$ cat src/rtl/rf_write_arbiter.sv
// Merges pipeline writeback (A) and buffered slow-unit writeback (B) onto the single RF write
// port, keeping per-register write-after-write order and exporting a pending-write mask.
module rf_write_arbiter #(
    parameter int unsigned DEPTH        = 4,
    parameter int unsigned STARVE_LIMIT = 3
) (
    input  logic        clk,
    input  logic        rst,
    input  logic        a_valid,
    output logic        a_ready,
    input  logic [4:0]  a_wa,
    input  logic [31:0] a_wd,
    input  logic        b_valid,
    output logic        b_ready,
    input  logic [4:0]  b_wa,
    input  logic [31:0] b_wd,
    output logic [4:0]  wa,
    output logic [31:0] wd,
    output logic        RegWrite,
    output logic [31:0] pending_mask
);

    localparam int unsigned PtrW = (DEPTH > 1) ? $clog2(DEPTH) : 1;
    localparam int unsigned SW   = (STARVE_LIMIT > 0) ? $clog2(STARVE_LIMIT + 1) : 1;
    localparam logic [PtrW:0]  FullCnt   = DEPTH[PtrW:0];
    localparam logic [SW-1:0]  StarveMax = STARVE_LIMIT[SW-1:0];

    logic [DEPTH-1:0] live_q, live_d;
    logic [4:0]       ewa_q [DEPTH];
    logic [4:0]       ewa_n [DEPTH];
    logic [31:0]      ewd_q [DEPTH];
    logic [PtrW-1:0]  head_q, head_d, tail_q, tail_d;
    logic [PtrW:0]    count_q, count_d;
    logic [SW-1:0]    starve_q, starve_d;
    logic [4:0]       wa_q, wa_d;
    logic [31:0]      wd_q, wd_d;
    logic             we_q, we_d;
    logic [31:0]      mask_q, mask_d;

    logic head_present, head_live, a_req, push, pop, a_win, head_write;

    assign head_present = (count_q != '0);
    assign head_live    = head_present && live_q[head_q];
    assign a_req        = a_valid && (a_wa != 5'd0);
    assign b_ready      = (count_q != FullCnt);
    assign push         = b_valid && b_ready && (b_wa != 5'd0);

    // Slot decision; a squashed head is retired for free and does not consume the write slot.
    always_comb begin
        pop        = 1'b0;
        a_win      = 1'b0;
        head_write = 1'b0;
        a_ready    = 1'b1;
        if (head_present && !live_q[head_q]) begin
            pop   = 1'b1;
            a_win = a_req;
        end else if (head_live && (starve_q == StarveMax)) begin
            a_ready    = 1'b0;
            pop        = 1'b1;
            head_write = 1'b1;
        end else if (a_req) begin
            a_win = 1'b1;
        end else if (head_live) begin
            pop        = 1'b1;
            head_write = 1'b1;
        end
    end

    always_comb begin
        live_d  = live_q;
        ewa_n   = ewa_q;
        head_d  = head_q;
        tail_d  = tail_q;
        count_d = count_q;
        if (a_win) begin
            for (int unsigned i = 0; i < DEPTH; i++) begin
                if (ewa_q[i] == a_wa) live_d[i] = 1'b0;
            end
        end
        if (pop) begin
            live_d[head_q] = 1'b0;
            head_d         = head_q + 1'b1;
        end
        // A same-cycle A write to the same register is newer, so the pushed entry is born dead.
        if (push) begin
            live_d[tail_q] = !(a_win && (b_wa == a_wa));
            ewa_n[tail_q]  = b_wa;
            tail_d         = tail_q + 1'b1;
        end
        if (push && !pop)      count_d = count_q + 1'b1;
        else if (pop && !push) count_d = count_q - 1'b1;

        mask_d = '0;
        for (int unsigned i = 0; i < DEPTH; i++) begin
            if (live_d[i]) mask_d[ewa_n[i]] = 1'b1;
        end

        starve_d = starve_q;
        if (head_write || (live_d == '0)) starve_d = '0;
        else if (a_win && head_live && (starve_q != StarveMax)) starve_d = starve_q + 1'b1;

        we_d = a_win || head_write;
        wa_d = wa_q;
        wd_d = wd_q;
        if (head_write) begin
            wa_d = ewa_q[head_q];
            wd_d = ewd_q[head_q];
        end else if (a_win) begin
            wa_d = a_wa;
            wd_d = a_wd;
        end
    end

    always_ff @(posedge clk) begin
        if (rst) begin
            live_q   <= '0;
            head_q   <= '0;
            tail_q   <= '0;
            count_q  <= '0;
            starve_q <= '0;
            we_q     <= 1'b0;
            wa_q     <= '0;
            wd_q     <= '0;
            mask_q   <= '0;
        end else begin
            live_q   <= live_d;
            head_q   <= head_d;
            tail_q   <= tail_d;
            count_q  <= count_d;
            starve_q <= starve_d;
            we_q     <= we_d;
            wa_q     <= wa_d;
            wd_q     <= wd_d;
            mask_q   <= mask_d;
        end
    end

    // Payload storage needs no reset; the live bits qualify it.
    always_ff @(posedge clk) begin
        ewa_q <= ewa_n;
        if (push) ewd_q[tail_q] <= b_wd;
    end

    assign wa           = wa_q;
    assign wd           = wd_q;
    assign RegWrite     = we_q;
    assign pending_mask = mask_q;

endmodule

$ cat config.mk
export PLATFORM = sky130hd
export DESIGN_NAME = rf_write_arbiter
export DESIGN_NICKNAME = d
export VERILOG_FILES = /design/src/rtl/rf_write_arbiter.sv
export SDC_FILE = /design/constraint.sdc
export NUM_CORES = 1
export LEC_CHECK = 0
export BUFFER_PORTS_ARGS = -buffer_cell sky130_fd_sc_hd__buf_2
export CAP_MARGIN = 20
export CORE_UTILIZATION = 58
export DETAILED_ROUTE_END_ITERATION = 16
export GPL_ROUTABILITY_DRIVEN = 0
export HOLD_SLACK_MARGIN = 0.1
export PLACE_DENSITY = 0.81
export SLEW_MARGIN = 20
export SYNTH_ARGS = -nofsm -noshare
export SYNTH_HDL_FRONTEND = slang
export SYNTH_SLANG_ARGS = --single-unit
$ cat constraint.sdc
create_clock -name clk -period 3.5 [get_ports clk]
set_input_delay 0.35 -clock clk [delete_from_list [all_inputs] [get_ports clk]]
set_output_delay 0.35 -clock clk [all_outputs]
set_load 0.01 [all_outputs]
==> results.cfg, run 1 <==
[run_status]
status = finished clean

[die]
dieArea_um2 = 18900
start_util_pct = 59.3
die_w_um = 138
num_rows = 49
coreArea_um2 = 18000
die_y_um = 138
io_pins = 150

[route]
drtIter0Drc = 736
postRouteAntennaNets = 0
drt_pre_antenna_iters = 6
avgRoutedWirePerCell_um = 20.7
dr_total_vias = 7839
via_per_inst = 6.16
drc = 0
finalWirelength_mm = 26.4

[logic_synthesis]
synth_most_common_cell = edfxtp_1
seq_area_frac_synth_pct = 55.8
synthTopCellsByCount = 128 x edfxtp_1, 105 x dfxtp_1, 85 x nor2_1
synth_flop_cell = edfxtp_1
syn_area_per_cell_um2 = 12.3
yosysTopAreaCellShare_pct = 36.1
yosys_warnings = 0
synth_top_cell_by_area = edfxtp_1
synth_cell_types = 69
postSynthCellCount = 865
synth_edf_count = 128
ys_ff_latch = 233
synthArstFlopShare_pct = 0
synthTopCellsByArea = edfxtp_1 36%, dfxtp_1 20%, mux4_2 8.0%
synth_area_um2 = 10700
synth_nets = 954

[worst_setup_path]
start_kind = flop
end_kind = flop
worstPathArrival_ns = 3.31
crit_chain = mux4_2 > nand3_2 > nand4_4 > and2_1 > or2_2 > a32o_1 > a221o_1
path_class = reg -> reg
max_stage_delay_ns = 0.60
path_buf_inv = 0
critPathSlowestCell = dfxtp_1
critPathMaxFanout = 31
path_delay_family = simple AND/OR/NAND/NOR gates
required_ns = 3.90

[power]
leakagePower_nw = 5.03
vdd_ir_drop_max_mv = 0.588
pwr_density_cell_nw_per_um2 = 684
finalPower_mw = 8.69

[cells_and_area]
nets = 1112
fin_util_pct = 70.7
syn_to_final_growth_pct = 19.2
drive_above_1_share_pct = 26.7

[grt]
grt_max_degree = 75
grt_usage_pct = 28.7
antenna_found_initial = 4
grt_pass1_wl_mm = 41.1
grt_pass1_vias = 7520
grt-ovfl-total = 0

[clocking]
cts_root_buf = clkbuf_16
cts_tree = yes
clock-sinks = 233
htreeDepth = 1
clk_pin_slew_worst_paths_ns = 0.06
clockBufferDepth = 3
insertion_delay_ns = 0.52
cts_inserted_buffers = 24

[timing]
fin_crit_sh_pct = 83.3
fin_crit_ns = 2.92
tns_ns = 0
setup_viol = 0
slew_violations = 0
tightest_slew_ns = 0.749
slew_headroom_pct = 50.1
fmax_ghz = 0.343
finClkSkew_ns = 0.0126
rsz0062_at_grt = no
hold_viol_final = 0

[placed_design]
place.port_buffers = 149
post-dp-hpwl_mm = 17.4

[run]
maxCapViolCount = 0

[min_path]
min_path_type = in -> reg
## tightest hold or removal path: cells and delay by family
| family | cells | cell delay, ns |
|---|---|---|
| compound gates | 1 | 0.08 |
| mux | 1 | 0.12 |
| buf+inv | 1 | 0.10 |
## metal layers
layer,up-vias,global-route usage [%],routed length (um)
met5,-,0,10
met1,3779,37.4,10700
met4,2,11.8,866
met3,68,5.19,1970
li1,3588,-,-
met2,402,47.2,12900
## cells in the final DEF, fill, tap and decap left out, drive strengths merged, types with 32 or more instances in the layout
cell	netlist	final
nor2	85	85
nand2	56	56
mux2i	44	44
buf	21	171
a211oi	37	37
edfxtp	128	128
mux4	38	38
dfxtp	105	105
clkbuf	50	35
o21ai	32	32
dlygate4sd3	0	32
## through the flow
| step | worst slack (ns) | instance area, um^2 | hold slack, ns | instances |
|---|---|---|---|---|
| 2_1_floorplan | 0.404 | 10700 | 0.449 | 865 |
| 3_3_place_gp | 0.512 | 11500 | 0.478 | 1193 |
| 3_5_place_dp | 0.477 | 11500 | 0.489 | 1193 |
| 4_1_cts | 0.604 | 12700 | 0.168 | 1269 |
| 5_1_grt | 0.470 | 12700 | 0.185 | 1272 |
| 6_report | 0.583 | 12700 | 0.180 | 1273 |
## sequential cells by signal (all words and copies together) (netlist names), named ones only
name,cells
RegWrite,1
wd,32
live_q,4
ewa_q,20
wa,5
pending_mask,32
count_q,3
tail_q,2
ewd_q,128
head_q,2
starve_q,2
## what timing repair did
| item | CTS | global route |
|---|---|---|
| hold buffers | 32 | 0 |
| hold endpoints to repair | 128 | 0 |
| setup buffers | 0 | 0 |
| gates resized for setup | 0 | 0 |
## cell type report
type                            instances  area (um^2)
Clock buffer                           35          713
Antenna cell                            3         7.51
Tap cell                              229          287
Timing Repair Buffer                  203         1250
Fill cell                            1221         5270
Sequential cell                       233         5950
Inverter                               21         78.8
Multi-Input combinational cell        540         4330
Clock inverter                          9         83.8
## final timing paths
| check | from | endpoint | slack [ns] | cells after the start |
|---|---|---|---|---|
| worst max register to register | head_q[1] | pending_mask[3] | 0.58 | 7 |
| worst min-delay path | a_wd[31] | wd[31] | 0.18 | 3 |
| worst max-delay path | head_q[1] | pending_mask[3] | 0.58 | 7 |
| worst min register to register | wd[20] | wd[20] | 0.50 | 2 |
## kinds of logic after synthesis
| family | after synthesis | share of synthesized area (%) |
|---|---|---|
| AOI/OAI and AO/OA | 169 | 12.2 |
| xor gates and xnor gates | 30 | 2.47 |
| buffers and inverters | 92 | 3.71 |
| adders and majority gates | 11 | 1.36 |
| DFF | 233 | 55.8 |
| and+or+nand+nor | 245 | 12.0 |
| muxes | 85 | 12.5 |
## report_power, final
part	total, mW	switching, mW	internal, mW	leakage, nW
Sequential	3.66	0.376	3.28	2.04
Clock	2.52	1.03	1.49	0.386
Combinational	2.51	1.45	1.06	2.61
Total	8.69	2.85	5.84	5.03
Note: power is estimated with default switching activity, not from simulation.
==> run 2, diff against run 1 <==
==> constraint.sdc (replaced) <==
create_clock -name clk -period 3.02 [get_ports clk]
set_input_delay 0.302 -clock clk [delete_from_list [all_inputs] [get_ports clk]]
set_output_delay 0.302 -clock clk [all_outputs]
set_load 0.01 [all_outputs]
==> run 2 against run 1 <==
  * Die area stayed put
  * Global-route usage is 0.33 points lower
  * Cell count is 1.6% higher
  * Combinational power is 22% higher
  * Non-clock buffer count is 21 higher
  * Sequential power is 14% higher
  * Register-to-register slack worse by 0.34 ns
  * Clock power is 23% higher
  * Via count is 2.4% higher
==> results.cfg, run 2 (synthesis gave the netlist of run 1 again) <==
[timing]
slew_violations = 0
fmax_ghz = 0.360
setup_viol = 0
hold_viol_final = 0
slew_headroom_pct = 39.9
fin_crit_ns = 2.78
tightest_slew_ns = 0.901
finClkSkew_ns = 0.0141
setup_ws_ns = 0.241
fin_crit_sh_pct = 92.0
rsz0062_at_grt = no
tns_ns = 0

[placed_design]
place.port_buffers = 149
post-dp-hpwl_mm = 17.5
preCtsSetupSlack_ns = 0.0452
place_inst = 1212

[min_path]
min_path_type = in -> reg
min_to = wd[14]
whs_path_depth = 3
hold_start = a_wd[14]

[die]
start_util_pct = 59.3
coreArea_um2 = 18000
dieArea_um2 = 18900
io_pins = 150
num_rows = 49
die_w_um = 138
die_y_um = 138

[worst_setup_path]
required_ns = 3.41
start_kind = flop
critPathMaxFanout = 8
critPathSlowestCell = or3b_2
crit_start = count_q[0]
reg2reg_to = pending_mask[30]
r2r_cells = 8
max_stage_delay_ns = 0.62
worstPathArrival_ns = 3.17
path_class = reg -> reg
crit_chain = or3b_2 > o2111ai_2 > inv_2 > a311oi_1 > a22oi_2 > nor3b_4 > nand2b_1 > a41oi_1
end_kind = flop
r2r_slack_ns = 0.24
path_delay_family = compound AO/OA/AOI/OAI gates
reg2reg_from = count_q[0]
path_buf_inv = 1

[route]
dr_total_vias = 8031
drtIter0Drc = 811
drt_pre_antenna_iters = 6
avgRoutedWirePerCell_um = 20.3
via_per_inst = 6.21
drc = 0
postRouteAntennaNets = 0
finalWirelength_mm = 26.3

[power]
finalPower_mw = 10.4
pwr_density_cell_nw_per_um2 = 802
vdd_ir_drop_max_mv = 0.596
leakagePower_nw = 5.16

[grt]
grt_max_degree = 71
antenna_found_initial = 2
grt_usage_pct = 28.3
grt_pass1_wl_mm = 40.5
grt_pass1_vias = 7729
grt-ovfl-total = 0

[cells_and_area]
nets = 1133
drive_above_1_share_pct = 28.3
regArea_um2 = 5950
final_cell_mix = 149 x buf_2, 128 x edfxtp_1, 104 x dfxtp_1, 85 x nor2_1, 55 x nand2_1
fin_cells = 1293
largest_reg_flops = 128
syn_to_final_growth_pct = 21.4
fillers = 1188
top_register = ewd_q
mostFrequentLayoutCell = buf_2
multi_input_area_um2 = 4340

[clocking]
htreeDepth = 1
cts_inserted_buffers = 24
insertion_delay_ns = 0.53
cts_tree = yes
cts_resized = 0
clk_pin_slew_worst_paths_ns = 0.06
cts_root_buf = clkbuf_16
clockBufferDepth = 3
clock-sinks = 233

[run_status]
status = finished clean

[run]
maxCapViolCount = 0
==> run 2: cell types whose count changed in the layout (fill, tap and decap cells not counted), moves of 2 or more <==
cell       change
clkinv_2       +2
clkbuf_8       -5
bufinv_16      +4
buf_12         +3
buf_4         +19
==> run 2: timing repair <==
item,CTS,global route
hold buffers,32,0
hold endpoints to repair,128,0
setup endpoints to repair,0,1
setup buffers,0,3
==> run 2: worst max-delay path by stage <==
stage	depth (start not counted)	endpoint	slack (ns)
floorplan	10	pending_mask[23]	-0.02
global placement	9	pending_mask[30]	0.20
detailed placement	9	pending_mask[30]	0.05
CTS	8	pending_mask[30]	0.19
global route	9	pending_mask[22]	0.13
finish	8	pending_mask[30]	0.24
==> run 2: final cells by class <==
class                      instances  area share [%]
tap                              229            2.21
clock inverter                    15            1.77
inverter                          21           0.638
multi-input combinational        540            33.6
antenna                            2          0.0387
sequential                       233            46.0
clock buffer                      29            4.79
timing repair buffer             224            11.0
==> run 2: where the power goes <==
part           internal (mW)  switching [mW]
logic                   1.34            1.73
clock network           1.90            1.21
registers               3.80           0.388
==> run 2: stage by stage <==
stage | hold slack (ns) | cell area, um^2 | util [%]
final | 0.117 | 12900 | 72.0
after CTS | 0.105 | 12900 | 71.9
after floorplan | 0.401 | 10700 | -
after global routing | 0.116 | 12900 | 72.0
after global placement | 0.479 | 11700 | 65.4
after detailed placement | 0.488 | 11700 | 65.4
==> run 2: metal layers <==
metal | vias up | GRT usage, % | share of wire (%)
met5 | - | 0 | 0
met4 | 0 | 14.1 | 4.0
met3 | 99 | 5.92 | 9.0
met2 | 487 | 46.4 | 48
met1 | 3806 | 35.7 | 39
li1 | 3639 | - | -
==> run 2: tightest hold or removal path: stages <==
cell and delay (ns):
buf_2 0.09, mux2i_1 0.12, a211oi_1 0.08
